===== config.mk =====
export PLATFORM = sky130hd
export DESIGN_NAME = multi_frame_uart_receiver
export DESIGN_NICKNAME = d
export VERILOG_FILES = /design/src/rtl/multi_frame_uart_receiver.sv
export SDC_FILE = /design/constraint.sdc
export NUM_CORES = 1
export LEC_CHECK = 0
export BUFFER_PORTS_ARGS = -buffer_cell sky130_fd_sc_hd__buf_2
export CORE_MARGIN = 2
export CORE_UTILIZATION = 60
export CTS_BUF_LIST = sky130_fd_sc_hd__clkbuf_2
export DETAILED_ROUTE_END_ITERATION = 8
export HOLD_SLACK_MARGIN = 0.02
export PLACE_DENSITY = 0.8
export SETUP_SLACK_MARGIN = 0.05
export SYNTH_ARGS = -nofsm -noshare
export SYNTH_HDL_FRONTEND = slang
export SYNTH_SLANG_ARGS = --single-unit

===== constraint.sdc =====
create_clock -name clock -period 2.9 [get_ports clock]
set_input_delay 0.725 -clock clock [delete_from_list [all_inputs] [get_ports clock]]
set_output_delay 0.725 -clock clock [all_outputs]
set_load 0.05 [all_outputs]

===== src/rtl/multi_frame_uart_receiver.sv =====
// ============================================================================
// Module  : multi_frame_uart_receiver
// Brief   : Oversampled UART receiver that packs FRAMES serial frames into one
//           parallel word behind a single-entry valid/ready holding register.
// Revision: 1.0 - initial release
// ============================================================================
`default_nettype none

module multi_frame_uart_receiver #(
    parameter int DATA_BITS  = 8,
    parameter int FRAMES     = 2,
    parameter int OVERSAMPLE = 16,
    parameter int PARITY     = 0,
    parameter int STOP_BITS  = 1,
    parameter int TIMEOUT    = 4
) (
    input  logic                          clock,
    input  logic                          reset_n,
    input  logic                          serial_in,
    output logic [FRAMES*DATA_BITS-1:0]   word_out,
    output logic                          word_valid,
    input  logic                          word_ready,
    output logic                          frame_err,
    output logic                          parity_err,
    output logic                          overrun,
    output logic                          timeout,
    output logic                          busy
);

    localparam int WORD_W = FRAMES * DATA_BITS;
    localparam int CNT_W  = $clog2(OVERSAMPLE);
    localparam int BIT_W  = $clog2(DATA_BITS + 3);
    localparam int FRM_W  = (FRAMES > 1) ? $clog2(FRAMES) : 1;
    localparam int GAP_W  = $clog2(TIMEOUT * OVERSAMPLE + 1);

    localparam logic [CNT_W-1:0] MID_CNT    = CNT_W'(OVERSAMPLE / 2 - 1);
    localparam logic [CNT_W-1:0] LAST_CNT   = CNT_W'(OVERSAMPLE - 1);
    localparam logic [BIT_W-1:0] DATA_LAST  = BIT_W'(DATA_BITS - 1);
    localparam logic [BIT_W-1:0] STOP_LAST  = BIT_W'(STOP_BITS - 1);
    localparam logic [FRM_W-1:0] FRAME_LAST = FRM_W'(FRAMES - 1);
    localparam logic [GAP_W-1:0] GAP_LAST   = GAP_W'(TIMEOUT * OVERSAMPLE - 1);
    localparam logic             PAR_ODD    = (PARITY == 2);

    typedef enum logic [2:0] {
        S_IDLE   = 3'd0,
        S_START  = 3'd1,
        S_DATA   = 3'd2,
        S_PARITY = 3'd3,
        S_STOP   = 3'd4,
        S_GAP    = 3'd5,
        S_BREAK  = 3'd6
    } state_t;

    state_t               state;
    logic                 sync_1;
    logic                 line;
    logic                 line_prev;
    logic [CNT_W-1:0]     cnt;
    logic [BIT_W-1:0]     bit_cnt;
    logic [FRM_W-1:0]     frame_idx;
    logic [GAP_W-1:0]     gap_cnt;
    logic [DATA_BITS-1:0] frame_data;
    logic [WORD_W-1:0]    shift_reg;
    logic                 par_bad;
    logic                 fall;
    logic [WORD_W-1:0]    assembled;

    assign fall = line_prev & ~line;
    // Earlier frames move up one slot so the first frame ends in the MS slot.
    assign assembled = (shift_reg << DATA_BITS) | WORD_W'(frame_data);
    assign busy = (state != S_IDLE);

    always_ff @(posedge clock or negedge reset_n) begin
        if (!reset_n) begin
            state      <= S_IDLE;
            sync_1     <= 1'b1;
            line       <= 1'b1;
            line_prev  <= 1'b1;
            cnt        <= '0;
            bit_cnt    <= '0;
            frame_idx  <= '0;
            gap_cnt    <= '0;
            frame_data <= '0;
            shift_reg  <= '0;
            par_bad    <= 1'b0;
            word_out   <= '0;
            word_valid <= 1'b0;
            frame_err  <= 1'b0;
            parity_err <= 1'b0;
            overrun    <= 1'b0;
            timeout    <= 1'b0;
        end else begin
            sync_1     <= serial_in;
            line       <= sync_1;
            line_prev  <= line;
            frame_err  <= 1'b0;
            parity_err <= 1'b0;
            overrun    <= 1'b0;
            timeout    <= 1'b0;

            if (word_valid && word_ready) begin
                word_valid <= 1'b0;
            end

            case (state)
                S_IDLE: begin
                    if (fall) begin
                        state <= S_START;
                        cnt   <= '0;
                    end
                end

                S_START: begin
                    if (cnt == MID_CNT) begin
                        cnt     <= '0;
                        bit_cnt <= '0;
                        par_bad <= 1'b0;
                        if (line) begin
                            state     <= S_IDLE;
                            frame_idx <= '0;
                        end else begin
                            state <= S_DATA;
                        end
                    end else begin
                        cnt <= cnt + CNT_W'(1);
                    end
                end

                S_DATA: begin
                    if (cnt == LAST_CNT) begin
                        cnt        <= '0;
                        frame_data <= {line, frame_data[DATA_BITS-1:1]};
                        if (bit_cnt == DATA_LAST) begin
                            bit_cnt <= '0;
                            state   <= (PARITY != 0) ? S_PARITY : S_STOP;
                        end else begin
                            bit_cnt <= bit_cnt + BIT_W'(1);
                        end
                    end else begin
                        cnt <= cnt + CNT_W'(1);
                    end
                end

                S_PARITY: begin
                    if (cnt == LAST_CNT) begin
                        cnt     <= '0;
                        par_bad <= line ^ (^frame_data) ^ PAR_ODD;
                        state   <= S_STOP;
                    end else begin
                        cnt <= cnt + CNT_W'(1);
                    end
                end

                S_STOP: begin
                    if (cnt == LAST_CNT) begin
                        cnt <= '0;
                        if (!line) begin
                            frame_err <= 1'b1;
                            frame_idx <= '0;
                            state     <= S_BREAK;
                        end else if (bit_cnt != STOP_LAST) begin
                            bit_cnt <= bit_cnt + BIT_W'(1);
                        end else if (par_bad) begin
                            parity_err <= 1'b1;
                            frame_idx  <= '0;
                            state      <= S_IDLE;
                        end else if (frame_idx != FRAME_LAST) begin
                            shift_reg <= assembled;
                            frame_idx <= frame_idx + FRM_W'(1);
                            gap_cnt   <= '0;
                            state     <= S_GAP;
                        end else begin
                            frame_idx <= '0;
                            state     <= S_IDLE;
                            if (!word_valid || word_ready) begin
                                word_out   <= assembled;
                                word_valid <= 1'b1;
                            end else begin
                                overrun <= 1'b1;
                            end
                        end
                    end else begin
                        cnt <= cnt + CNT_W'(1);
                    end
                end

                S_GAP: begin
                    if (fall) begin
                        state <= S_START;
                        cnt   <= '0;
                    end else if (gap_cnt == GAP_LAST) begin
                        timeout   <= 1'b1;
                        frame_idx <= '0;
                        state     <= S_IDLE;
                    end else begin
                        gap_cnt <= gap_cnt + GAP_W'(1);
                    end
                end

                S_BREAK: begin
                    // Any low sample restarts the full high bit time.
                    if (!line) begin
                        cnt <= '0;
                    end else if (cnt == LAST_CNT) begin
                        cnt   <= '0;
                        state <= S_IDLE;
                    end else begin
                        cnt <= cnt + CNT_W'(1);
                    end
                end

                default: begin
                    state     <= S_IDLE;
                    frame_idx <= '0;
                end
            endcase
        end
    end

endmodule

`default_nettype wire

* After elaboration in Yosys (flattened, before gate mapping)
Index checks and enable logic that the tools add are counted.
** Storage, ports and cells
- Register bits after elaboration :: 60
- Input bits :: 4
- Output and inout bits :: 22
- Logic and storage cells :: 157
** Cells by class
- $add $sub $neg :: 4
- Equal/unequal tests :: 30
- Mux-type cells :: 75
- Bitwise logic cells :: 8
- Reduce and logical (&&, ||, !) cells :: 23
** Operator list (count)
- 7-bit two-way mux :: 7
- 3-bit two-way mux :: 14
- 4-bit two-way mux :: 10
- 1-bit two-way mux :: 37
- 2-bit inequality test, second input constant :: 17
- 3-bit case mux with 7 select lines :: 1
- 16-bit by 8-bit bitwise OR with 16-bit output :: 1
- 4-bit case mux with 4 select lines :: 1
- 7-bit case mux with 2 select lines :: 1
- 7-bit AND reduction :: 2
- 4-bit case mux with 3 select lines :: 1
- 6-bit AND reduction :: 2
- 10-bit AND reduction :: 1
- 3-bit == test, second input constant :: 3
- 4-bit by 1-bit adder with 4-bit output, second input constant :: 2
- 4-bit by 3-bit == test with 1-bit output, second input constant :: 2
- 8-bit AND reduction :: 1
- 4-bit nonzero test :: 2
- 8-bit parity :: 1
- 7-bit by 1-bit adder with 7-bit output, second input constant :: 1
- 7-bit by 6-bit == test with 1-bit output, second input constant :: 1
- 3-bit by 2-bit == test with 1-bit output, second input constant :: 2
- 3-bit inequality test, second input constant :: 2
- 3-bit nonzero test :: 2
- 20 further kinds :: 26

* Depth between registers and ports, before layout
- Depth in word-level cells :: 9
- Depth in mapped cells :: 10
- Gate-level depth less buffers :: 7

* Worst setup path before layout
No wires, ideal clock.
- Path type :: reg2reg
- Start :: register bit_cnt[0]
- End :: register word_out[7]
- Library setup time :: 0.127 ns
- Arrival :: 2.179 ns
- Required time :: 2.773 ns
- Setup slack :: 0.594 ns
- Stages on the path, launching flop included :: 11
- Buffers on the path :: 3
- Period minus slack after synthesis :: 2.306 ns
- Path through :: dfrtp_1 -> inv_1 -> ha_1 -> or3b_2 -> clkbuf_1 -> nor4_4 -> nand3b_2 -> nor2b_1 -> buf_4 -> buf_8 -> mux2_1
** Between the ends
- Longest elaborated chain between the ends :: 3
** RTL lines
- start: declaration :: line 59 : logic [BIT_W-1:0] bit_cnt;
- start signal: assignment :: line 137 : bit_cnt <= bit_cnt + BIT_W'(1);
- start signal: assignment :: line 162 : bit_cnt <= bit_cnt + BIT_W'(1);
- 4-bit nonzero test :: line 161 : end else if (bit_cnt != STOP_LAST) begin
- 1-bit NOT (no source line)
- 7-bit AND reduction (no source line)
- end signal: assignment :: line 176 : word_out <= assembled;
- end: declaration :: line 20 : output logic [FRAMES*DATA_BITS-1:0] word_out,
No other way between the ends.
A chain may end at the register's enable or synchronous reset.

* Worst setup path after layout
- Start :: register bit_cnt[0]
- End :: register gap_cnt[0]
** Between the ends
- Longest elaborated chain between the ends :: 3
** RTL lines
- 4-bit nonzero test :: line 161
- 2-bit inequality test (no source line)
- 8-bit AND reduction (no source line)
- end signal: assignment :: line 196 : gap_cnt <= gap_cnt + GAP_W'(1);
- end: declaration :: line 61 : logic [GAP_W-1:0] gap_cnt;
No other way between the ends.

==> out/results.tsv <==
metric	value	unit
outcome	finished clean	
async_reset_ff_frac	1.000	
crit_arrival	2820	ps
max_freq	410.0	MHz
synthFlopType	dfrtp_1	
worst-setup-path-type	register to register	
worst_pin_slew	728.9	ps
timing.final.crit_share	0.8410	
dp_hpwl	3958	um
syn_inst	268	
initial_core_util	0.6289	
fin_ws	461.1	ps
drc_errors	0	
layout-drive-gt1-share	0.2682	
clkLatencyLatePin	490	ps
slew_violations	0	
grt_max_degree	61	
rows	25	
power_density	663.7	mW/mm2
period_needed	2439	ps
maxCapViolations	0	
wl_per_cell	15.31	um
die_w	74.60	um
die_area	0.005564	mm2
cp-end-kind	register	
track_usage	0.2292	
place_congestion	0.8916	
antenna_cells	0	
htreeDepth	3	
via_count	2149	
ir_worst_vdd	0.0004338	V
clock_path_buffers	2	
numCtsBuffers	9	
postCtsHoldBufs	0	
drtIter0Drc	140	
wirelength	5650	um
synth_nets	276	
finalClockSkew	26.08	ps
crit_required	3280	ps
setup_violations	0	
ios	26	
cts_num_sinks	60	
fin_setup_tns	0	ps
antenna_left	0	
post-cts-setup-buffers	0	
worstSetupStartpointType	register	
synth_warnings	0	
post_cts_resized	0	
area_growth	9.958	%
synth.distinct_cells	57	
grt_pass1_wl	9384	um
crit_path_max_fanout	6	
rsz0062_at_grt	no	
tritoncts	done	
grt-ovfl-total	0	
path_clk_slew	170	ps
largest_reg_flops	16	
syn_area	0.002990	mm2
min_path_type	primary input to register	
dp_slack	503.6	ps
drt-pass1-iter-count	5	
syn_area_per_cell	11.16	um2
synth_edf_count	0	
grt_pass1_vias	1949	
slew_headroom	0.5141	
ys_seq_area_frac	0.5033	
portBuffers	25	
p_leak	1.594	nW
power.total	2.182	mW
nets	305	
vias_per_cell	5.824	
cts-root-buf	clkbuf_2	
antenna_found_initial	0	
die_h	74.60	um
coreArea	0.004755	mm2
synth-seq-cells	60	
hold_viol_final	0	
-- power by group --
part           switching [mW]  internal, mW
clock                   0.321         0.202
combinational           0.407         0.281
sequential             0.0701         0.901
-- path summary, 6_finish.rpt --
kind	startpoint	end	slack [ps]	depth (start not counted)
min in group asynchronous	reset_n	state[2]$_DFFE_PN0P_	350	2
setup reg to reg	bit_cnt[0]$_DFFE_PN0P_	gap_cnt[0]$_DFFE_PN0P_	460	7
hold reg to reg	sync_1$_DFF_PN1_	line$_DFF_PN1_	370	0
max in group asynchronous	reset_n	frame_data[0]$_DFFE_PN0P_	2040	2
hold / removal	serial_in	sync_1$_DFF_PN1_	330	1
setup / recovery	bit_cnt[0]$_DFFE_PN0P_	gap_cnt[0]$_DFFE_PN0P_	460	7
-- routing by layer --
| layer | vias up | track usage | share of wire | wire length (um) |
|---|---|---|---|---|
| met1 | 1027 | 0.3266 | 0.48 | 2685 |
| li1 | 1030 | - | - | - |
| met3 | 14 | 0.06233 | 0.051 | 289 |
| met2 | 78 | 0.3235 | 0.45 | 2548 |
| met4 | 0 | 0.1131 | 0.022 | 126 |
| met5 | - | 0 | 0 | 0 |
-- synth_stat cells, types with 3 or more instances --
library cell	number	area, um2
ha_1	4	50.05
or3b_2	3	26.28
dfrtp_1	57	1426
clkbuf_1	6	22.52
mux2_2	24	270.3
xnor2_1	9	78.83
o21ai_0	16	80.08
inv_1	8	30.03
or3_1	3	18.77
nor3_1	7	35.03
a21oi_1	11	55.05
nand2b_1	8	50.05
dfstp_2	3	78.83
nor2_1	13	48.80
nand3_1	5	25.02
mux2_1	10	112.6
nand3b_1	3	22.52
nand2_1	19	71.32
mux2i_1	3	30.03
nor2b_1	4	25.02
-- critical path, stage by stage, from the launching register on --
cell      delay [ps]
dfrtp_1          440
inv_1            110
ha_1             140
or3b_2           530
nor4_1           370
o2111a_1         330
o21ai_0          150
mux2_2           280
-- placed cells by master, fill, tap and decap left out, types with 4 or more instances in the layout --
cell type,Yosys,routed
mux2_2,24,24
buf_4,1,5
o21ai_0,16,16
dfrtp_1,57,57
nand2b_1,8,8
nor2_1,13,13
mux2_1,10,10
clkbuf_2,0,10
xnor2_1,9,9
inv_1,8,8
nor2b_1,4,4
ha_1,4,4
nor3_1,7,7
buf_2,2,25
a21oi_1,11,11
nand2_1,19,19
nand3_1,5,5
-- cells by family (layout without fill, tap and decap cells) --
group                    Yosys count  after routing  share of synthesized area
adder cells (fa/ha/maj)            4              4                    0.01674
XOR/XNOR                          11             11                    0.03222
buffers and inverters             20             54                    0.03096
AO/OA/AOI/OAI                     57             57                     0.1310
AND/OR/NAND/NOR                   79             79                     0.1477
flip-flops                        60             60                     0.5033
multiplexers                      37             37                     0.1381
-- stage by stage --
stage | hold WS [ps] | util | std cells | cell area [um2]
after detailed placement | 349.8 | 0.6676 | 353 | 3174
final | 327.2 | 0.6916 | 369 | 3288
after CTS | 293.9 | 0.6916 | 369 | 3288
after floorplan | 345.2 | - | 268 | 2990
after global routing | 266.9 | 0.6916 | 369 | 3288
after global placement | 349.1 | 0.6676 | 353 | 3174
-- layout make-up --
class | instances | area (um2)
sequential | 60 | 1505
fill | 356 | 1466
multi-input combinational | 188 | 1393
timing repair buffer | 30 | 162.7
tap | 67 | 83.83
clock inverter | 6 | 63.81
clock buffer | 10 | 50.05
inverter | 8 | 30.03
No activity file was read; power rests on OpenSTA's default activity.
